===== src/rtl/seq_restoring_divider.sv =====
// ---------------------------------------------------------------------------
// seq_restoring_divider
//
// Unsigned integer divider for the halfdiv datapath. Produces one quotient
// bit per clock using the restoring algorithm. A single WIDTH+1-bit
// borrow-ripple subtract-and-select row is reused for every iteration.
//
// Ports
//   clk          rising-edge clock
//   rst          synchronous, active-high reset (aborts any operation)
//   start        request, sampled only while idle
//   dividend     numerator, captured when start is accepted
//   divisor      denominator, captured when start is accepted
//   busy         high while an operation is in RUN or DONE
//   done         one-cycle pulse; quotient/remainder valid from this cycle on
//   quotient     floor(dividend / divisor), all ones on divide-by-zero
//   remainder    dividend mod divisor, the dividend on divide-by-zero
//   div_by_zero  high with done when the captured divisor was zero
//
// Latency from the accepting edge: WIDTH+1 edges until done is sampled high
// (one edge on the divide-by-zero path). quotient and remainder hold their
// values until the next accepted start; mid-operation values are don't-care.
// ---------------------------------------------------------------------------
module seq_restoring_divider #(
  parameter int unsigned WIDTH = 8
) (
  input  logic             clk,
  input  logic             rst,
  input  logic             start,
  input  logic [WIDTH-1:0] dividend,
  input  logic [WIDTH-1:0] divisor,
  output logic             busy,
  output logic             done,
  output logic [WIDTH-1:0] quotient,
  output logic [WIDTH-1:0] remainder,
  output logic             div_by_zero
);

  localparam int unsigned CNT_W = (WIDTH > 1) ? $clog2(WIDTH) : 1;

  typedef enum logic [1:0] {
    S_IDLE,
    S_RUN,
    S_DONE
  } state_t;

  state_t             state;
  logic [CNT_W-1:0]   count;
  logic [WIDTH-1:0]   divisor_q;
  // Partial remainder. After every iteration it is below the divisor, so
  // WIDTH bits are enough to hold it; the extra bit only exists in the trial.
  logic [WIDTH-1:0]   rem_q;

  // During RUN the quotient register doubles as the dividend shift register:
  // dividend bits leave at the MSB while quotient bits enter at the LSB.
  logic [WIDTH:0]     trial;
  logic [WIDTH-1:0]   diff;
  logic               borrow_out;

  assign remainder = rem_q;

  // Subtract-and-select row: trial - {1'b0, divisor} with an explicit
  // borrow ripple. Only the low WIDTH difference bits are kept, because a
  // successful subtraction always leaves a result smaller than the divisor.
  always_comb begin
    logic bw;
    // NOTE: every variable is given a value before any conditional use so
    // no latch can be inferred.
    trial      = {rem_q, quotient[WIDTH-1]};
    diff       = '0;
    bw         = 1'b0;
    for (int i = 0; i < WIDTH; i++) begin
      diff[i] = trial[i] ^ divisor_q[i] ^ bw;
      bw      = (~trial[i] & divisor_q[i]) | (~(trial[i] ^ divisor_q[i]) & bw);
    end
    // Top subtrahend bit is the zero extension, so only the borrow ripples.
    borrow_out = ~trial[WIDTH] & bw;
  end

  // NOTE: all state below uses non-blocking assignments so every register
  // samples the pre-edge values, independent of statement order.
  always_ff @(posedge clk) begin
    if (rst) begin
      // NOTE: every register, including the operand and result holding
      // registers, is reset because reset state of quotient/remainder is
      // visible at the outputs.
      state       <= S_IDLE;
      busy        <= 1'b0;
      done        <= 1'b0;
      div_by_zero <= 1'b0;
      quotient    <= '0;
      rem_q       <= '0;
      divisor_q   <= '0;
      count       <= '0;
    end else begin
      case (state)
        S_IDLE: begin
          done <= 1'b0;
          if (start) begin
            divisor_q <= divisor;
            busy      <= 1'b1;
            if (divisor == '0) begin
              // Divide-by-zero: finish immediately with saturated quotient.
              quotient    <= '1;
              rem_q       <= dividend;
              div_by_zero <= 1'b1;
              done        <= 1'b1;
              state       <= S_DONE;
            end else begin
              quotient    <= dividend;
              rem_q       <= '0;
              div_by_zero <= 1'b0;
              count       <= '0;
              state       <= S_RUN;
            end
          end
        end

        S_RUN: begin
          // Restore (keep the trial) on borrow, otherwise keep the difference.
          // When a borrow occurs the trial is below the divisor, so its top
          // bit is zero and dropping it loses nothing.
          rem_q    <= borrow_out ? trial[WIDTH-1:0] : diff;
          quotient <= {quotient[WIDTH-2:0], ~borrow_out};
          count    <= count + CNT_W'(1);
          if (count == CNT_W'(WIDTH - 1)) begin
            done  <= 1'b1;
            state <= S_DONE;
          end
        end

        S_DONE: begin
          // Results stay in quotient/rem_q until the next accepted start.
          done  <= 1'b0;
          busy  <= 1'b0;
          state <= S_IDLE;
        end

        default: begin
          done  <= 1'b0;
          busy  <= 1'b0;
          state <= S_IDLE;
        end
      endcase
    end
  end

endmodule


===== config.mk =====
export PLATFORM = sky130hd
export DESIGN_NAME = seq_restoring_divider
export DESIGN_NICKNAME = d
export VERILOG_FILES = /design/src/rtl/seq_restoring_divider.sv
export SDC_FILE = /design/constraint.sdc
export NUM_CORES = 1
export LEC_CHECK = 0
export BUFFER_PORTS_ARGS = -buffer_cell sky130_fd_sc_hd__buf_4
export CORE_ASPECT_RATIO = 2
export CORE_UTILIZATION = 44
export DETAILED_ROUTE_END_ITERATION = 10
export PLACE_DENSITY = 0.67
export SLEW_MARGIN = 5
export SYNTH_ARGS = -nofsm -noshare
export SYNTH_HDL_FRONTEND = slang
export SYNTH_SLANG_ARGS = --single-unit

===== constraint.sdc =====
create_clock -name clk -period 4.6 [get_ports clk]
set_input_delay 0.23 -clock clk [delete_from_list [all_inputs] [get_ports clk]]
set_output_delay 0.23 -clock clk [all_outputs]
set_load 0.02 [all_outputs]

# ---- Word-level counts from Yosys, hierarchy flattened
# Cells that the tools add are included.
dict set report op_classes {
  eq_ne 5
  reduce_logical 8
  n_mux 20
  n_bitwise 56
  add_sub_neg 1
}
# cell count
set ops {}
lappend ops {{$mux W8} 5}
lappend ops {{$pmux W8 S2} 2}
lappend ops {{$not A1 Y1} 18}
lappend ops {{$and A1 B1 Y1} 16}
lappend ops {{$xor A1 B1 Y1} 15}
lappend ops {{$logic_not A8 Y1} 1}
lappend ops {{$reduce_and A2 Y1} 4}
lappend ops {{$or A1 B1 Y1} 7}
lappend ops {{$mux W2} 3}
lappend ops {{$mux W3} 2}
lappend ops {{$ne A2 B2 Y1 const B} 3}
lappend ops {{$pmux W3 S2} 1}
lappend ops {{$mux W1} 4}
lappend ops {{$pmux W1 S2} 2}
lappend ops {{$pmux W2 S2} 1}
lappend ops {{$add A3 B1 Y3 const B} 1}
lappend ops {{$eq A3 B3 Y1 const B} 1}
lappend ops {{$reduce_and A3 Y1} 1}
lappend ops {{$eq A2 B1 Y1 const B} 1}
lappend ops {{$logic_not A2 Y1} 1}
lappend ops {{$reduce_bool A2 Y1} 1}
dict set report word_totals {
  output_inout_bits 19
  word_cells 98
  input_bits 19
  regBits 32
}

# ---- Depth between registers and ports, before layout
# Gate-level depths: netlist of the first run.
dict set report logic_depth {
  ltp_word 19
  ltp_mapped 13
  depth_no_buf 12
}

# ---- Worst setup path after synthesis of the first run
# No wires, ideal clock.
dict set report synth_timing {
  kind {reg-to-reg}
  start {register quotient[7]}
  end {register rem_q[0], in the netlist remainder[0]}
  n_path_buf 1
  setup_ps 123
  stages_incl_launch_ff 14
  arrival_time_ps 4160
  path_slack_ps 318
  path_cell_list {dfxtp_1 > inv_1 > ha_1 > fa_1 > fa_1 > fa_1 > fa_1 > fa_1 > fa_1 > fa_1 > nand2b_1 > buf_1 > a211oi_1 > a221o_2}
}
dict set report synth_via {
  elab_chain_cells 19
}
# element line_no
set synth_lines {}
lappend synth_lines {{start: declaration} 34} ;# output logic [WIDTH-1:0] quotient,
lappend synth_lines {{start signal: assignment} 110} ;# quotient <= dividend;
lappend synth_lines {{start signal: assignment} 124} ;# quotient <= {quotient[WIDTH-2:0], ~borrow_out};
lappend synth_lines {{$not A1 Y1} 74} ;# bw = (~trial[i] & divisor_q[i]) | (~(trial[i] ^ divisor_q[i]) & bw);
lappend synth_lines {{$and A1 B1 Y1 (2 in a row)} 74}
lappend synth_lines {{$or A1 B1 Y1} 74}
lappend synth_lines {{$and A1 B1 Y1} 74}
lappend synth_lines {{$or A1 B1 Y1} 74}
lappend synth_lines {{$and A1 B1 Y1} 74}
lappend synth_lines {{$or A1 B1 Y1} 74}
lappend synth_lines {{$and A1 B1 Y1} 74}
lappend synth_lines {{[... 2 more ...]} -}
lappend synth_lines {{$or A1 B1 Y1} 74}
lappend synth_lines {{$and A1 B1 Y1} 74}
lappend synth_lines {{$or A1 B1 Y1} 74}
lappend synth_lines {{$and A1 B1 Y1} 74}
lappend synth_lines {{$or A1 B1 Y1} 74}
lappend synth_lines {{$and A1 B1 Y1} 77} ;# borrow_out = ~trial[WIDTH] & bw;
lappend synth_lines {{$mux W8 (*)} 123} ;# rem_q <= borrow_out ? trial[WIDTH-1:0] : diff;
lappend synth_lines {{$pmux W8 S2 (*)} 96} ;# case (state)
lappend synth_lines {{end signal: assignment} 105} ;# rem_q <= dividend;
lappend synth_lines {{end signal: assignment} 123}
lappend synth_lines {{end: declaration} 52} ;# logic [WIDTH-1:0] rem_q;
# Every way passes the cells marked *; elsewhere a longest branch is shown, timed or not.
# A chain may end at the register's enable or synchronous reset.

# ---- Worst setup path after layout of the first run
# Ends and elaborated chain as after synthesis.

==> key figures, run 1 <==
Detailed routing
  • Routed vias/inst: 5.67
  • Routed length per instance: 16.2 um
  • Drt first pass iters: 4
  • DRC: 0
  • Routed Wire Length: 4.20 mm
  • Starting DRC count in detailed routing: 23
  • ANT nets after route: 0
  • Via Count: 1469

Setup path
  • Max stage delay cell, worst path: fa_1
  • CP bufs+invs: 1
  • CP Max Fanout: 10
  • Required @ worst endpoint: 4.77 ns
  • Crit path largest cell delay: 0.51 ns
  • R2R Path Start: quotient[7]
  • Crit-path most repeated cell: fa_1
  • CP Cell Sequence: inv_1 -> ha_1 -> fa_1 -> fa_1 -> fa_1 -> fa_1 -> fa_1 -> fa_1 -> fa_1 -> nand2b_1 -> a211oi_1 -> a221o_2
  • Top Family by Delay on Critical Path: adder cells
  • Worst EP arrival: 4.56 ns
  • Critical Path Start Type: register
  • Worst setup EP type: register
  • Worst Setup SP: quotient[7]
  • Crit path kind: reg2reg

Synthesis
  • Syn Inst Count: around 180
  • Synth warn: 0
  • Post-synthesis instance area: 1670 um^2
  • Share of synthesized registers carrying an async set or reset: 0
  • Top-area cell type share of the netlist area: 0.383
  • Ys flop type: dfxtp_1
  • Number of synthesized flops with an enable pin: 0
  • Area contributors post-synth: dfxtp_1 38%, fa_1 8.4%, a21oi_1 5.7%
  • Distinct cells, synth: 37
  • Register bit count reported by yosys: 32
  • Register area share after synthesis: 0.383
  • Net Count, Synth: 206
  • Largest area contributor in the netlist: dfxtp_1
  • Syn_area_per_cell: approximately 9.5 um^2

Cells and area
  • Fraction of layout cells with a size suffix above 1: 0.267
  • Layout overhead on the synthesized area: 22.9%
  • Fin nets: 239
  • Final instance area: slightly above 2000 um^2
  • Ant. Diodes: 0

Floorplanning
  • Horiz. Die Dim: 45.6 um
  • Initial core utilization: 0.464
  • Die area: 4070 um^2
  • Die Ht: between 80 and 90 um
  • Io pins: 38
  • Rows: 31
  • Core box area: 3610 um^2

Global routing
  • Antenna violations before repair: 0
  • Vias in the first global route: between 1000 and 1500
  • GRT overflow: 0
  • GR Util All Layers: 0.238
  • Largest net degree at the start of global routing: 23
  • First-pass GRT wire length: 6.91 mm

CTS
  • Worst-path clk slew: 0.06 ns
  • Number of CTS-inserted buffers: 5
  • CTS sink count: 32
  • Clock latency on the worst-skew pair: 0.28 ns
  • Clk buf depth: 2
  • H-tree depth: 2
  • CTS tree: yes
  • Post-CTS setup buffer count: 0
  • Hold buffers post-CTS: 0
  • Cts repair resizes: 0
  • Root Buffer: clkbuf_8

Power and ir drop
  • Leakage Power: ~0.83 nW
  • Max VDD drop: 206 uV
  • Pwr/cell area: 371 nW/um^2

STA
  • RSZ-0062 raised after global routing: no
  • Fin Setup TNS: 0 ns
  • Slew margin rel.: 0.613
  • Final Setup Violations: 0
  • Max Fclk: 228 MHz
  • Period utilisation layout: 0.955
  • Slew Viols, Final: 0
  • Setup Skew: 0.00341 ns
  • Final min period: about 4.4 ns
  • Final hold viol count: 0
  • Hold WS: around 0.19 ns
  • Worst slew pin tran: 0.576 ns

Run status
  • Status: finished clean

Place
  • Placer Congestion: 0.837
  • Port-buffer cells: 37
  • Placed Area: around 2000 um^2
  • Hpwl dp: around 3.2 mm

Job
  • Max cap viols: 0

Min path
  • Hold path start: dividend[6]
  • Hold Crit Class: in2reg
==> Yosys cell counts (4+ instances only) <==
cell,count
a211oi_1,8
a21oi_1,19
a221o_2,7
buf_2,6
dfxtp_1,32
fa_1,7
inv_1,16
nand2_1,18
nand2b_1,4
nor3_1,5
nor3b_1,8
o221ai_1,9
==> sequential cells by signal (all words and copies together) (netlist names) <==
register     cells
busy             1
count            3
div_by_zero      1
divisor_q        8
done             1
quotient         8
remainder        8
state            2
==> layout make-up <==
cell class                      instances  area, um^2
Tap cell                               49        61.3
Fill cell                             348        1550
Sequential cell                        32         641
Multi-Input combinational cell        117         917
Inverter                               17        63.8
Clock buffer                            7        96.3
Timing Repair Buffer                   37         278
==> power breakdown <==
part           total [mW]  leakage [nW]  switching, mW  internal, mW
sequential          0.326         0.263         0.0260         0.300
clock               0.232        0.0503         0.0994         0.133
combinational       0.205         0.521          0.112        0.0922
==> layer usage <==
| layer | share of wire | vias to the layer above | track usage |
|---|---|---|---|
| li1 | - | 711 | - |
| met1 | 0.36 | 697 | 0.245 |
| met2 | 0.57 | 53 | 0.431 |
| met3 | 0.049 | 8 | 0.0586 |
| met4 | 0.021 | 0 | 0.102 |
| met5 | 0 | - | 0 |
==> worst register-to-register path, stage by stage, from the launching register on <==
cell and delay [ns]:
dfxtp_1 0.38, inv_1 0.06, ha_1 0.21, fa_1 0.38, fa_1 0.40, fa_1 0.39, fa_1 0.39, fa_1 0.41
fa_1 0.39, fa_1 0.51, nand2b_1 0.31, a211oi_1 0.15, a221o_2 0.30
==> cells by family after synthesis <==
| group | after synthesis | share of synthesized area |
|---|---|---|
| fa+ha+maj | 10 | 0.106 |
| simple gates | 52 | 0.194 |
| buf+inv | 28 | 0.0695 |
| mux | 3 | 0.0179 |
| flops | 32 | 0.383 |
| compound gates | 52 | 0.229 |
==> cell usage in the layout (no fill, tap or decap), types with 2 or more instances in the layout <==
master and n:
a211oi_1 8, a21oi_1 19, a221o_2 7, buf_4 37, clkbuf_8 7, dfxtp_1 32
fa_1 7, ha_1 3, inv_1 16, mux2i_1 3, nand2_1 18, nand2b_1 4
nand3_1 3, nor2_1 3, nor3_1 5, nor3b_1 8, nor4_4 2, nor4b_1 3
o221ai_1 9
==> path summary, 6_finish.rpt <==
check,slack [ns],endpoint,depth (start not counted)
min,0.19,remainder[6],2
min reg2reg,0.46,divisor_q[0],2
max reg2reg,0.21,remainder[0],12
max,0.21,remainder[0],12
==> per-stage QoR <==
step	std cells	worst slack, ns	utilization	power (mW)
5_1_grt	259	0.0190	0.570	0.805
2_1_floorplan	177	0.318	-	0.460
4_1_cts	259	0.214	0.570	0.768
3_3_place_gp	252	0.335	0.544	0.525
6_report	259	0.209	0.570	0.763
3_5_place_dp	252	0.232	0.544	0.536
No activity file was read; power rests on OpenSTA's default activity.
==> run 2: changes to the inputs <==
--- a/config.mk
+++ b/config.mk
@@ -5,7 +5,7 @@
 export SDC_FILE = /design/constraint.sdc
 export NUM_CORES = 1
 export LEC_CHECK = 0
-export BUFFER_PORTS_ARGS = -buffer_cell sky130_fd_sc_hd__buf_4
+export BUFFER_PORTS_ARGS = -buffer_cell sky130_fd_sc_hd__buf_2
 export CORE_ASPECT_RATIO = 2
 export CORE_UTILIZATION = 44
 export DETAILED_ROUTE_END_ITERATION = 10
==> run 2 against run 1 <==
  * Sequential share of layout area rose by 1.7 points
  * Combinational power fell by 7%
  * Final cell count did not move
  * Fmax rose by 2.3%
  * Core utilization fell by 3.0 points
  * First-iteration DRC count rose by 110%
  * Clock power fell by 15%
  * Die area did not move
  * Sequential power barely moved
  * Critical path type unchanged
  * Highest routed layer unchanged
==> key figures, run 2 (synthesis gave the netlist of run 1 again) <==
Run status
  • Status: finished clean

Power and ir drop
  • Max VDD drop: 300 uV (+45%)
  • Pwr/cell area: 366 nW/um^2 (-1.3%)
  • Leakage Power: 0.806 nW (-3.3%)
  • Total power: 0.713 mW (-6.5%)

Detailed routing
  • DRC: 0 (unchanged)
  • Routed Wire Length: 4.14 mm (-1.3%)
  • Via Count: 1493 (+1.6%)
  • Starting DRC count in detailed routing: 48 (+110%)
  • Drt first pass iters: 4 (unchanged)
  • ANT nets after route: 0 (unchanged)
  • Routed vias/inst: 5.76 (+1.6%)
  • Routed length per instance: 16.0 um (-1.3%)

CTS
  • Worst-path clk slew: 0.06 ns (about the same)
  • Clk buf depth: 2 (unchanged)
  • H-tree depth: 2 (unchanged)
  • CTS tree: yes
  • Number of CTS-inserted buffers: 5 (unchanged)
  • CTS sink count: 32 (unchanged)
  • Root Buffer: clkbuf_8
  • Post-CTS setup buffer count: 0 (unchanged)
  • Clock latency on the worst-skew pair: 0.28 ns (about the same)

Floorplanning
  • Io pins: 38 (unchanged)
  • Core box area: 3610 um^2 (unchanged)
  • Initial core utilization: 0.464 (unchanged)
  • Die Ht: 89.2 um (unchanged)
  • Die area: 4070 um^2 (unchanged)
  • Horiz. Die Dim: 45.6 um (unchanged)
  • Rows: 31 (unchanged)

Setup path
  • Worst EP arrival: 4.46 ns (-0.10 ns)
  • Crit-path most repeated cell: fa_1
  • Reg2Reg Setup Slack: 0.31 ns (+0.10 ns)
  • CP Max Fanout: 10 (unchanged)
  • Max stage delay cell, worst path: fa_1
  • Crit path largest cell delay: 0.52 ns (about the same)
  • CP Cell Sequence: inv_1 -> ha_1 -> fa_1 -> fa_1 -> fa_1 -> fa_1 -> fa_1 -> fa_1 -> fa_1 -> nand2b_2 -> a211oi_1 -> a221o_2
  • Worst setup EP type: register
  • Required @ worst endpoint: 4.77 ns (about the same)
  • Critical Path Start Type: register
  • Crit path kind: reg2reg

STA
  • Max Fclk: 233 MHz (+2.3%)
  • Worst slew pin tran: 0.582 ns (+0.00605 ns)
  • Final min period: 4.29 ns (-0.0979 ns)
  • Period utilisation layout: 0.933 (-0.0213)
  • Fin Setup TNS: 0 ns (unchanged)
  • Setup Skew: 0.00739 ns (+0.00398 ns)
  • Slew Viols, Final: 0 (unchanged)
  • RSZ-0062 raised after global routing: no
  • Final hold viol count: 0 (unchanged)
  • Final Setup Violations: 0 (unchanged)
  • Slew margin rel.: 0.609 (-0.00406)

Place
  • Placer Congestion: 0.863 (+3.1%)
  • Port-buffer cells: 37 (unchanged)
  • Hpwl dp: 3.17 mm (-1.9%)
  • Cells after DPL: 252 (unchanged)

Global routing
  • GR Util All Layers: 0.228 (-0.00914)
  • Vias in the first global route: 1445 (-2.4%)
  • Largest net degree at the start of global routing: 23 (unchanged)
  • First-pass GRT wire length: 6.78 mm (-2.0%)
  • Antenna violations before repair: 0 (unchanged)
  • GRT overflow: 0 (unchanged)

Cells and area
  • Commonest cells after routing, fill and taps aside: 37 x buf_2, 32 x dfxtp_1, 19 x a21oi_1
  • Fin nets: 239 (unchanged)
  • FILL cells: 341 (-2.0%)
  • Fraction of layout cells with a size suffix above 1: 0.267 (unchanged)
  • Layout overhead on the synthesized area: 16.4%
  • Cell Count, Final, Fillers Out: 259 (unchanged)
  • Most common cell after layout, fill and taps aside: buf_2
  • Ant. Diodes: 0 (unchanged)

Min path
  • Hold Crit Class: in2reg

Job
  • Max cap viols: 0 (unchanged)
[run 2: cell types whose count changed in the layout (fill, tap and decap cells not counted)]
cell,change
nand2b_2,+1
nand2b_1,-1
clkbuf_8,-2
clkinv_2,+1
buf_2,+37
buf_4,-37
clkbuf_1,+1
[run 2: power breakdown]
group | switching (mW) | total [mW] | internal [mW]
clock network | 0.0952 | 0.198 | 0.103
logic | 0.111 | 0.190 | 0.0794
registers | 0.0257 | 0.325 | 0.300
[run 2: area by class of cell]
cell class	count	area, um^2	share of cell area
clock inverter	1	5.00	0.00257
sequential	32	641	0.329
clock buffer	6	72.6	0.0373
tap	49	61.3	0.0315
multi-input combinational	117	920	0.472
inverter	17	63.8	0.0328
timing repair buffer	37	185	0.0951
[run 2: what timing repair did]
| item | 4_1_cts | 5_1_grt |
|---|---|---|
| hold buffers | 0 | 0 |
| gates resized for setup | 0 | 1 |
| endpoints found under the setup margin | 0 | 3 |
[run 2: final timing paths]
path                from           end  depth (start not counted)
max          quotient[7]  remainder[0]                         12
min          dividend[6]   quotient[6]                          3
max reg2reg  quotient[7]  remainder[0]                         12
min reg2reg  div_by_zero   div_by_zero                          2
[run 2: critical path: cells and delay by family, from the launching register on]
kind	cells	cell delay, ns
adders and majority gates	8	3.08
DFF	1	0.39
buffers and inverters	1	0.06
and+or+nand+nor	1	0.22
AOI/OAI and AO/OA	2	0.41
[run 2: routing by layer]
metal	share of wire	up-vias	global-route usage
met2	0.56	48	0.414
met5	0	-	0
li1	-	712	-
met3	0.046	6	0.0465
met4	0.016	0	0.0964
met1	0.38	727	0.242
[run 2: per-stage QoR]
stage | hold slack [ns] | util | worst slack (ns) | cell area, um^2
finish | 0.210 | 0.540 | 0.307 | 1950
global route | 0.207 | 0.540 | 0.118 | 1950
CTS | 0.207 | 0.539 | 0.222 | 1950
detailed placement | 0.460 | 0.518 | 0.231 | 1870
global placement | 0.443 | 0.518 | 0.336 | 1870
floorplan | 0.359 | - | 0.318 | 1670
==> run 3: changes to the inputs <==
--- a/config.mk
+++ b/config.mk
@@ -7,9 +7,9 @@
 export LEC_CHECK = 0
 export BUFFER_PORTS_ARGS = -buffer_cell sky130_fd_sc_hd__buf_2
 export CORE_ASPECT_RATIO = 2
-export CORE_UTILIZATION = 44
+export CORE_UTILIZATION = 53
 export DETAILED_ROUTE_END_ITERATION = 10
-export PLACE_DENSITY = 0.67
+export PLACE_DENSITY = 0.79
 export SLEW_MARGIN = 5
 export SYNTH_ARGS = -nofsm -noshare
 export SYNTH_HDL_FRONTEND = slang
==> run 3 against run 2 <==
  * Combinational power about the same
  * Flip-flop and latch count unchanged
  * Setup slack got worse by 0.058 ns
  * Final cell count fell by 7.3%
  * Worst hold slack worse by 0.013 ns
  * Routed wire length is 2.0% lower
  * Total power grew 4.6%
  * Sequential power barely moved
  * Design area decreased by 0.26%
  * Core utilization grew 11 points
  * First-iteration DRC count is 23% lower
  * Sequential share of layout area is 0.085 points higher
  * Critical path type unchanged
  * Critical endpoint is now remainder[1]
==> key figures, run 3 (synthesis gave the netlist of run 1 again) <==
Global routing
  • GR Util All Layers: 0.258 (+0.0295)
  • Antenna violations before repair: 0 (unchanged)
  • GRT overflow: 0 (unchanged)
  • Vias in the first global route: 1458 (+0.90%)
  • Largest net degree at the start of global routing: 23 (unchanged)
  • Grt peak-use layer: met2
  • Global Route met2 Usage: 0.470 (+0.0560)
  • GR met1 Demand/Resource: 0.254 (+0.0111)
  • First-pass GRT wire length: 6.58 mm (-2.8%)
  • Met3 usage: 0.0571 (+0.0107)

STA
  • Slew Viols, Final: 0 (unchanged)
  • Period utilisation layout: 0.946 (+0.0125)
  • Worst slew pin tran: 0.587 ns (+0.00506 ns)
  • Final hold viol count: 0 (unchanged)
  • Fin Setup TNS: 0 ns (unchanged)
  • Max Fclk: 230 MHz (-1.3%)
  • Final Setup Violations: 0 (unchanged)
  • Final min period: 4.35 ns (+0.0577 ns)
  • Slew margin rel.: 0.607 (-0.00190)
  • Setup Skew: 0.00237 ns (-0.00502 ns)
  • RSZ-0062 raised after global routing: no

Floorplanning
  • Die Ht: 81.5 um (-8.7%)
  • Die area: 3400 um^2 (-16%)
  • Core box area: 2980 um^2 (-17%)
  • Rows: 28 (-9.7%)
  • Initial core utilization: 0.562 (+0.0981)
  • Horiz. Die Dim: 41.7 um (-8.5%)
  • Io pins: 38 (unchanged)

Min path
  • Worst hold path depth: 2 (-1)
  • Hold Crit Class: in2reg

Cells and area
  • Reg area: 641 um^2 (unchanged)
  • Layout overhead on the synthesized area: 16.1%
  • Fraction of layout cells with a size suffix above 1: 0.271 (+0.00476)
  • Footprint of the multi-input gates: 920 um^2 (unchanged)
  • Ant. Diodes: 0 (unchanged)
  • Commonest cells after routing, fill and taps aside: 37 x buf_2, 32 x dfxtp_1, 19 x a21oi_1
  • Most common cell after layout, fill and taps aside: buf_2
  • FILL cells: 266 (-22%)
  • Fin nets: 239 (unchanged)
  • Cell Count, Final, Fillers Out: 240 (-7.3%)

CTS
  • Post-CTS setup buffer count: 0 (unchanged)
  • Cts repair resizes: 0 (unchanged)
  • Clock latency on the worst-skew pair: 0.28 ns (about the same)
  • Number of CTS-inserted buffers: 5 (unchanged)
  • Worst-path clk slew: 0.06 ns (about the same)
  • CTS sink count: 32 (unchanged)
  • Root Buffer: clkbuf_8
  • Clk buf depth: 2 (unchanged)
  • CTS tree: yes
  • H-tree depth: 2 (unchanged)
  • Hold buffers post-CTS: 0 (unchanged)

Power and ir drop
  • Max VDD drop: 298 uV (-0.67%)
  • Leakage Power: 0.815 nW (+1.2%)
  • Pwr/cell area: 384 nW/um^2 (+4.8%)

Setup path
  • Worst EP arrival: 4.52 ns (+0.06 ns)
  • Worst setup EP type: register
  • CP Max Fanout: 10 (unchanged)
  • Required @ worst endpoint: 4.77 ns (about the same)
  • Register-to-Register Path Depth: 12 (unchanged)
  • Crit path kind: reg2reg
  • Critical Path Start Type: register

Place
  • Placer Congestion: 0.857 (-0.72%)
  • Port-buffer cells: 37 (unchanged)
  • Cells after DPL: 233 (-7.5%)
  • Hpwl dp: 3.03 mm (-4.3%)

Detailed routing
  • Routed length per instance: 16.9 um (+5.7%)
  • Routed Wire Length: 4.06 mm (-2.0%)
  • Starting DRC count in detailed routing: 37 (-23%)
  • Via Count: 1505 (+0.80%)
  • DRC: 0 (unchanged)
  • ANT nets after route: 0 (unchanged)
  • Routed vias/inst: 6.27 (+8.8%)
  • Drt first pass iters: 4 (unchanged)

Job
  • Max cap viols: 0 (unchanged)

Run status
  • Status: finished clean
[run 3: cell types whose count changed in the layout (fill, tap and decap cells not counted), sizes merged]
cell and change:
clkbuf +1, clkinv -1
[run 3: critical path, stage by stage, from the launching register on]
cell	delay, ns
dfxtp_1	0.41
inv_1	0.07
ha_1	0.21
fa_1	0.40
fa_1	0.41
fa_1	0.39
fa_1	0.39
fa_1	0.40
fa_1	0.39
fa_1	0.53
nand2b_2	0.22
a211oi_1	0.12
a221o_2	0.31
[run 3: power by group]
| group | internal (mW) | switching [mW] | total [mW] |
|---|---|---|---|
| clock network | 0.133 | 0.0967 | 0.230 |
| registers | 0.300 | 0.0248 | 0.325 |
| logic | 0.0792 | 0.112 | 0.192 |
[run 3: cell type report]
| cell class | instances | share of cell area |
|---|---|---|
| clock buffers | 7 | 0.0496 |
| inverters | 17 | 0.0328 |
| multi-input cells | 117 | 0.473 |
| flip-flops and latches | 32 | 0.330 |
| well taps | 30 | 0.0193 |
| repair buffers | 37 | 0.0953 |
[run 3: layer usage]
layer | share of wire | up-vias
met5 | 0 | -
met4 | 0.060 | 0
met3 | 0.039 | 15
met2 | 0.55 | 50
met1 | 0.35 | 727
li1 | - | 713
[run 3: final timing paths]
check,startpoint,slack [ns],end
setup / recovery,quotient[7],0.25,remainder[1]
hold / removal,dividend[3],0.20,remainder[3]
hold reg to reg,div_by_zero,0.46,div_by_zero
setup reg to reg,quotient[7],0.25,remainder[1]
[run 3: through the flow]
step / power (mW) / setup slack [ns] / cell area, um^2 / hold WS, ns / utilization
detailed placement: 0.515 / 0.210 / 1840 / 0.452 / 0.619
global placement: 0.507 / 0.375 / 1840 / 0.442 / 0.619
CTS: 0.746 / 0.184 / 1940 / 0.193 / 0.652
global route: 0.782 / 0.103 / 1940 / 0.207 / 0.653
finish: 0.746 / 0.249 / 1940 / 0.196 / 0.653
floorplan: 0.460 / 0.318 / 1670 / 0.359 / -
